--- config.mk ---
export PLATFORM = sky130hd
export DESIGN_NAME = iomem_router
export DESIGN_NICKNAME = d
export VERILOG_FILES = /design/src/rtl/iomem_pkg.sv /design/src/rtl/iomem_timeout.sv /design/src/rtl/iomem_router.sv
export SDC_FILE = /design/constraint.sdc
export NUM_CORES = 1
export LEC_CHECK = 0
export ABC_CLOCK_PERIOD_IN_PS = 4100
export CAP_MARGIN = 25
export CORE_AREA = 2 2 119 121
export CTS_CLUSTER_SIZE = 12
export DETAILED_ROUTE_END_ITERATION = 16
export DIE_AREA = 0 0 121 123
export DONT_BUFFER_PORTS = 1
export GPL_ROUTABILITY_DRIVEN = 0
export PLACE_DENSITY_LB_ADDON = 0.05
export SLEW_MARGIN = 20
export SYNTH_ARGS = -nofsm -noshare
export SYNTH_HDL_FRONTEND = slang
export SYNTH_SLANG_ARGS = --single-unit
--- constraint.sdc ---
create_clock -name clk -period 4.1 [get_ports clk]
set_input_delay 1.025 -clock clk [delete_from_list [all_inputs] [get_ports clk]]
set_output_delay 1.025 -clock clk [all_outputs]
set_load 0.1 [all_outputs]
--- src/rtl/iomem_pkg.sv ---
// ---------------------------------------------------------------------------
// iomem_pkg
// Shared definitions for the iomem bus router and related bus bridges.
//   state_t        : router FSM states
//   IOMEM_BASE     : default address window, compared against addr[31:24]
//   IOMEM_ERR_DATA : default read data for aborted or unmapped accesses
//   slot_bits()    : width of the slot index field for a given slot count
// ---------------------------------------------------------------------------
package iomem_pkg;

    typedef enum logic [1:0] {
        IDLE = 2'd0,
        REQ  = 2'd1,
        RESP = 2'd2
    } state_t;

    localparam logic [7:0]  IOMEM_BASE     = 8'h03;
    localparam logic [31:0] IOMEM_ERR_DATA = 32'hDEAD_BEEF;

    // At least one bit, so that a single-slot build still has a real index
    // field (addr[16]) that must be zero to be mapped.
    function automatic int slot_bits(input int n);
        return (n <= 2) ? 1 : $clog2(n);
    endfunction

endpackage

--- src/rtl/iomem_timeout.sv ---
// ---------------------------------------------------------------------------
// iomem_timeout
// Loadable down-counter used as an access watchdog by iomem bus masters.
// Ports:
//   clk        in   system clock
//   reset      in   asynchronous, active-high reset (count = 0)
//   load       in   load count with load_value (has priority over en)
//   en         in   decrement count by one while it is non-zero
//   load_value in   WIDTH-bit reload value
//   expire     out  high while count == 1, i.e. the last allowed cycle
// ---------------------------------------------------------------------------
module iomem_timeout #(
    parameter int WIDTH = 8
) (
    input  logic             clk,
    input  logic             reset,
    input  logic             load,
    input  logic             en,
    input  logic [WIDTH-1:0] load_value,
    output logic             expire
);

    logic [WIDTH-1:0] count;

    // NOTE: state is written with non-blocking assignments so every register
    // samples its inputs at the same clock edge, independent of block order.
    always_ff @(posedge clk or posedge reset) begin
        if (reset) begin
            count <= '0;
        end else if (load) begin
            count <= load_value;
        end else if (en && (count != '0)) begin
            count <= count - WIDTH'(1);
        end
    end

    assign expire = (count == WIDTH'(1));

endmodule

--- src/rtl/iomem_router.sv ---
// ---------------------------------------------------------------------------
// iomem_router
// Claims master accesses whose addr[31:24] equals BASE, routes each to one of
// NSLOTS peripheral slots selected by addr[16 +: SB], runs the valid/ready
// handshake with that slot, and answers the master with a one-cycle m_ready.
// Hung slots (no ready within TIMEOUT cycles) and unmapped slot numbers get
// ERR_DATA with a one-cycle err pulse so the CPU never stalls.
// Ports:
//   clk, reset               clock, asynchronous active-high reset
//   m_valid/m_ready          master request / one-cycle completion pulse
//   m_wstrb/m_addr/m_wdata   master request payload (wstrb 0 = read)
//   m_rdata                  registered response data, held until next done
//   s_valid                  one-hot slot request
//   s_wstrb/s_addr/s_wdata   payload latched at claim, stable through REQ
//   s_ready/s_rdata          per-slot completion and data (slot i at 32*i)
//   err                      one-cycle pulse with m_ready on abort/unmapped
// ---------------------------------------------------------------------------
module iomem_router
    import iomem_pkg::*;
#(
    parameter int          NSLOTS   = 4,
    parameter logic [7:0]  BASE     = IOMEM_BASE,
    parameter int          TIMEOUT  = 255,
    parameter logic [31:0] ERR_DATA = IOMEM_ERR_DATA
) (
    input  logic                 clk,
    input  logic                 reset,
    input  logic                 m_valid,
    output logic                 m_ready,
    input  logic [3:0]           m_wstrb,
    input  logic [31:0]          m_addr,
    input  logic [31:0]          m_wdata,
    output logic [31:0]          m_rdata,
    output logic [NSLOTS-1:0]    s_valid,
    output logic [3:0]           s_wstrb,
    output logic [31:0]          s_addr,
    output logic [31:0]          s_wdata,
    input  logic [NSLOTS-1:0]    s_ready,
    input  logic [NSLOTS*32-1:0] s_rdata,
    output logic                 err
);

    localparam int          SB       = slot_bits(NSLOTS);
    localparam int          TW       = $clog2(TIMEOUT + 1);
    localparam logic [31:0] NSLOTS_U = NSLOTS;

    state_t          state;
    logic [SB-1:0]   sel;          // slot owning the access in flight
    logic [SB-1:0]   slot_idx;
    logic            mapped;
    logic            claim;
    logic            sel_ready;
    logic [31:0]     sel_rdata;
    logic            timer_expire;

    // Decode of the incoming request and mux of the selected slot's response.
    // NOTE: every signal assigned here gets a default first, so no path can
    // leave one unassigned and infer a latch.
    always_comb begin
        slot_idx  = m_addr[16 +: SB];
        mapped    = 1'b0;
        claim     = 1'b0;
        sel_ready = 1'b0;
        sel_rdata = '0;

        // Bits above the slot field inside addr[23:16] must all be zero.
        mapped = ((m_addr[23:16] >> SB) == 8'd0) && (32'(slot_idx) < NSLOTS_U);
        // The !m_ready term blocks a re-claim while the master still holds
        // m_valid during the RESP cycle.
        claim  = (state == IDLE) && m_valid && !m_ready && (m_addr[31:24] == BASE);

        sel_ready = s_ready[sel];
        sel_rdata = s_rdata[32*sel +: 32];
    end

    iomem_timeout #(
        .WIDTH (TW)
    ) u_timeout (
        .clk        (clk),
        .reset      (reset),
        .load       (claim && mapped),
        .en         (state == REQ),
        .load_value (TW'(TIMEOUT)),
        .expire     (timer_expire)
    );

    always_ff @(posedge clk or posedge reset) begin
        if (reset) begin
            state   <= IDLE;
            sel     <= '0;
            m_ready <= 1'b0;
            err     <= 1'b0;
            m_rdata <= '0;
            s_valid <= '0;
            s_addr  <= '0;
            s_wdata <= '0;
            s_wstrb <= '0;
        end else begin
            case (state)
                IDLE: begin
                    m_ready <= 1'b0;
                    err     <= 1'b0;
                    if (claim) begin
                        if (mapped) begin
                            s_addr  <= m_addr;
                            s_wdata <= m_wdata;
                            s_wstrb <= m_wstrb;
                            s_valid <= NSLOTS'(1) << slot_idx;
                            sel     <= slot_idx;
                            state   <= REQ;
                        end else begin
                            m_rdata <= ERR_DATA;
                            err     <= 1'b1;
                            m_ready <= 1'b1;
                            state   <= RESP;
                        end
                    end
                end

                REQ: begin
                    // Ready is tested first so it wins over a same-cycle expiry.
                    if (sel_ready) begin
                        m_rdata <= sel_rdata;
                        s_valid <= '0;
                        m_ready <= 1'b1;
                        state   <= RESP;
                    end else if (timer_expire) begin
                        m_rdata <= ERR_DATA;
                        s_valid <= '0;
                        err     <= 1'b1;
                        m_ready <= 1'b1;
                        state   <= RESP;
                    end
                end

                RESP: begin
                    m_ready <= 1'b0;
                    err     <= 1'b0;
                    state   <= IDLE;
                end

                default: begin
                    state <= IDLE;
                end
            endcase
        end
    end

endmodule

Word level (Yosys, flattened, before mapping)
Index checks and enable logic that the tools add are counted.
{ "totals": {"reg_bits": 118, "inputBits": 203, "out_inout_bits": 106} }
{ "classes": {"n_addsub": 1, "magnitude_cmp": 1, "eq_ne": 10, "shifts": 2, "muxes": 26, "reduce_logical": 18} }
{ "op_table": {"columns": ["op", "n"], "rows": [
  ["32-bit two-way mux", 4],
  ["128-bit by 8-bit variable part select with 32-bit output", 1],
  ["32-bit one-hot mux with 2 select lines", 1],
  ["4-bit two-way mux", 4],
  ["8-bit two-way mux", 2],
  ["2-bit != test, second input constant", 5],
  ["8-bit by 1-bit equality test with 1-bit output, second input constant", 1],
  ["8-bit by 2-bit equality test with 1-bit output, second input constant", 1],
  ["8-bit logical NOT", 1],
  ["2-bit two-way mux", 4],
  ["4-bit one-hot mux with 2 select lines", 1],
  ["4-bit AND reduction", 2],
  ["8-bit nonzero test", 1],
  ["8-bit by 1-bit subtractor with 8-bit output, second input constant", 1],
  ["1-bit two-way mux", 6],
  ["1-bit one-hot mux with 3 select lines", 2],
  ["3-bit AND reduction", 2],
  ["1-bit logical AND", 5],
  ["2-bit one-hot mux with 2 select lines", 1],
  ["2-bit AND reduction", 2],
  ["2-bit nonzero test", 2],
  ["1-bit by 2-bit << shifter with 4-bit output, first input constant", 1],
  ["2-bit by 3-bit less-than comparator with 1-bit output, second input constant", 1],
  ["3-bit != test, second input constant", 1],
  ["6 further kinds", 6]
]} }

Logic depth before layout (Yosys ltp)
{ "logic_depth": {"ltp_word": 6, "ltp_mapped": 10} }

Cells and area by module
Synthesis repeated with hierarchy kept, for this count alone.
{ "unflattened": {"cells_unflattened": 430, "hier_area_um2": 5771.8} }
{ "by_module_without_submodules": {"columns": ["module", "n_inst", "cells_per_inst", "area_each_um2", "seq_area_each_um2"], "rows": [
  ["iomem_router", 1, 365, 5173.7, 2702.6],
  ["iomem_timeout", 1, 65, 598.1, 200.2]
]} }

Worst setup path after synthesis
No wires, ideal clock.
{ "synth_timing": {"path_kind": "reg2reg", "start": "register, netlist name s_addr[16]", "end": "register m_rdata[13]", "setup_time_ns": 0.121, "arrival_ns": 2.417, "t_required_ns": 3.979, "setup_slack_ns": 1.561, "stages_incl_launch_ff": 5, "synth_period_minus_slack_ns": 2.539, "path_cell_list": "dfrtp_1 buf_6 clkbuf_1 mux4_2 o22a_1"} }
{ "synth_lines": {"columns": ["element", "line_no", "rtl"], "rows": [
  ["to (signal assigned)", "iomem_router.sv:123", "m_rdata <= sel_rdata;"],
  ["to (decl)", "iomem_router.sv:33", "output logic [31:0] m_rdata,"]
]} }

Worst setup path after layout
{ "layout_timing": {"start": "register s_addr[16]", "end": "output s_addr[16]"} }
{ "layout_lines": {"columns": ["element", "line_no", "rtl"], "rows": [
  ["from (decl)", "iomem_router.sv:36", "output logic [31:0] s_addr,"],
  ["from (signal assigned)", "iomem_router.sv:105", "s_addr <= m_addr;"]
]} }
No word-level cell between the ends.

==> flow_metrics.tcl <==
set metrics [dict create \
    yosysTopAreaCellShare_pct 54.7 \
    cpPeakStageDelay_ns 0.67 \
    timing.max_slew.rel_slack_pct 33.5 \
    ant_nets 0 \
    synthFlopType "sky130_fd_sc_hd__dfrtp_1" \
    crit_chain "buf_4" \
    cts_sinks 116 \
    hold_ws_ns 0.530 \
    pwrdens_nw_per_um2 480 \
    synth.distinct_cells 35 \
    totalNegativeSetupSlack_ns 0 \
    chipWidth_um 121 \
    final_nets 682 \
    critical_path.slowest_cell "sky130_fd_sc_hd__buf_4" \
    r2r_cells 8 \
    mostFrequentLayoutCell "sky130_fd_sc_hd__nand2_1" \
    tritoncts "yes" \
    path_clk_slew_ns 0.05 \
    globalRouteOverflowTotal 0 \
    yosys.area_share.adder_pct 1.41 \
    switching_share_pct 25.0 \
    cp_top_family "buffers and inverters" \
    worstHoldPathType "reg -> reg" \
    detailroute.via_count 3594 \
    area_of_the_mapped_netlist_um2 5310 \
    clock_tree.buffer_depth 2 \
    syn-num-nets 684 \
    cts-buffers-inserted 17 \
    timing_hold_violations_final 0 \
    post_synth_main_area_contributors "sky130_fd_sc_hd__dfrtp_1 55%, sky130_fd_sc_hd__mux4_2 14%, sky130_fd_sc_hd__nand2_1 12%" \
    clock_power_share_pct 52.0 \
    post_dp_hpwl_um 10500 \
    combinational_group_share_of_total_power_pct 4.6 \
    detail_route.wirelength_um 14100 \
    synth_mux_area_share_pct 14.0 \
    avgSynthCellArea_um2 11.2 \
    initial_core_util_pct 39.0 \
    synth.ff_latch_count 116 \
    p_int_mw 2.19 \
    worstHoldPathCells 2 \
    clockRootBuffer "sky130_fd_sc_hd__clkbuf_16" \
    area_growth_pct 14.4 \
    io_pins 309 \
    fp.coreArea_um2 13600 \
    via_count_of_the_first_global_routing_pass 3681 \
    setup_repair_after_global_routing_missed_its_margin "false" \
    worst_skew_pair.late_latency_ns 0.40 \
    postSynthCellCount 475 \
    post_synth_and_or_nand_nor_area_fraction_pct 17.8 \
    grt_usage_pct 18.4 \
    number_of_synthesized_flops_with_an_enable_pin 0 \
    timing.max_cap.violations 0 \
    critPathMaxFanout 34 \
    report.final.setup_viol 0 \
    fin_worst_skew_ns 0.00769 \
    grt_max_degree 62 \
    critical_path_required_time_ns 3.07 \
    share_of_the_synthesized_area_in_compound_gates_ao_oa_aoi_oai_pct 7.92 \
    finalCriticalPeriod_ns 2.54 \
    p_seq_share_pct 43.4 \
    drt_iter0_markers 140 \
    worst_slew_pin_tran_ns 0.997 \
    worst-path-stages 1 \
    yosys_warnings 0 \
    irDropWorstVdd_mv 0.250 \
    die_area_um2 14900 \
    cts_resized 0 \
    first_pass_iters 4 \
    detail_route.drc_violations 0 \
    buffers_plus_inverters_on_the_worst_setup_path 1 \
    critPathCaptureType "output port" \
    global_route_wire_length_before_repair_um 20700 \
    layout_worst_path_cycle_share_pct 62.0 \
    placement.io_buffers 0 \
    netlist.top_cell.by_area "sky130_fd_sc_hd__dfrtp_1" \
    initial_antenna_violation_count 1 \
    drive_above_1_share_pct 17.1 \
    htree_levels 4 \
    synth_async_sr_flop_share_pct 100 \
    parity_gate_share_of_the_synthesized_area_counting_xor_and_xnor_cells_pct 0.825 \
    vias_per_cell 5.39 \
    synth-seq-area-share_pct 54.7 \
    startpoint_type "register" \
    timing_max_transition_violations_final 0 \
    max_freq_mhz 393 \
    worstSetupPathType "reg -> out" \
    chipHeight_um 123 \
    worst_path_arrival_ns 1.52 \
    cellLeakagePower_nw 2.73 \
    synth_top_family_by_area "simple AND/OR/NAND/NOR gates" \
    hold_buffers 0 \
    post-cts-setup-buffers 0 \
    run_status "finished, final reports clean" \
    layout_common_cells "171 x sky130_fd_sc_hd__nand2_1, 114 x sky130_fd_sc_hd__dfrtp_1, 33 x sky130_fd_sc_hd__mux4_2, 24 x sky130_fd_sc_hd__o22a_1, 17 x sky130_fd_sc_hd__clkbuf_16" \
    fp-row-count 43 \
    wl_per_cell_um 21.1 \
    net-switching-power_uw 728 \
]
## sequential cells by signal, indices dropped and copies added (netlist names)
signal / count
m_rdata: 32
err: 1
s_wdata: 32
s_valid: 4
state: 2
s_wstrb: 4
u_timeout.count: 8
m_ready: 1
s_addr: 32
## stage by stage
stage          utilization [%]  setup slack, ns  area [um2]  instances  power (mW)
2_1_floorplan                -          0.00259        5310        475        1.39
3_3_place_gp              40.1             1.12        5460        634        1.42
3_5_place_dp              40.1             1.07        5460        634        1.43
4_1_cts                   44.6             1.41        6070        666        2.96
5_1_grt                   44.6             1.45        6070        667        3.04
6_report                  44.6             1.56        6070        667        2.91
## cell families after synthesis
| kind of cell | after synthesis |
|---|---|
| AOI/OAI and AO/OA | 52 |
| xor gates and xnor gates | 5 |
| adders and majority gates | 6 |
| buffers and inverters | 38 |
| DFF | 116 |
| muxes | 33 |
| and+or+nand+nor | 225 |
## area by class of cell
cell class | count | area [um2]
antenna | 1 | 2.50
fill | 1269 | 7540
inverter | 9 | 36.3
clock inverter | 15 | 179
clock buffer | 17 | 425
timing repair buffer | 8 | 60.1
multi-input combinational | 321 | 2240
tap | 180 | 225
sequential | 116 | 2910
## power by group through the flow
stage / sequential (mW) / combinational, mW / clock (mW)
after global placement: 1.29 / 0.137 / 0
after detailed placement: 1.29 / 0.139 / 0
final: 1.27 / 0.134 / 1.51
after floorplan: 1.28 / 0.111 / 0
after global routing: 1.27 / 0.157 / 1.62
after CTS: 1.27 / 0.139 / 1.56
## metal layers
metal	up-vias	global-route usage, %	share of wire [%]
li1	1640	-	-
met1	1760	22.3	39
met2	183	29.7	50
met3	11	7.66	11
met4	0	6.32	1.0
met5	-	0	0
## synth_stat cells (2+ instances only)
cell / number
sky130_fd_sc_hd__mux4_2: 33
sky130_fd_sc_hd__buf_2: 4
sky130_fd_sc_hd__inv_1: 9
sky130_fd_sc_hd__o22a_1: 24
sky130_fd_sc_hd__a21oi_1: 6
sky130_fd_sc_hd__nor2_1: 13
sky130_fd_sc_hd__buf_6: 4
sky130_fd_sc_hd__ha_1: 6
sky130_fd_sc_hd__nand3_1: 7
sky130_fd_sc_hd__nor3_1: 7
sky130_fd_sc_hd__nand2b_1: 2
sky130_fd_sc_hd__a22o_1: 10
sky130_fd_sc_hd__nand2_1: 171
sky130_fd_sc_hd__and2_1: 13
sky130_fd_sc_hd__or2_2: 2
sky130_fd_sc_hd__and3_1: 3
sky130_fd_sc_hd__a32o_1: 2
sky130_fd_sc_hd__o21ai_0: 4
sky130_fd_sc_hd__clkbuf_1: 19
sky130_fd_sc_hd__nor4_1: 3
sky130_fd_sc_hd__dfrtp_1: 116
sky130_fd_sc_hd__xor2_1: 4
## path summary, 6_finish.rpt
path	startpoint	endpoint	slack (ns)
max	s_addr[16]$_DFFE_PP0P_	s_addr[16]	1.56
min reg2reg	u_timeout.count[7]$_DFFE_PP0P_	u_timeout.count[7]$_DFFE_PP0P_	0.53
max reg2reg	state[0]$_DFFE_PP0P_	s_wdata[28]$_DFFE_PP0P_	1.66
min in group asynchronous	reset	m_rdata[0]$_DFFE_PP0P_	0.62
max in group asynchronous	reset	s_addr[26]$_DFFE_PP0P_	2.57
min	u_timeout.count[7]$_DFFE_PP0P_	u_timeout.count[7]$_DFFE_PP0P_	0.53
No activity file was read; power rests on OpenSTA's default activity.
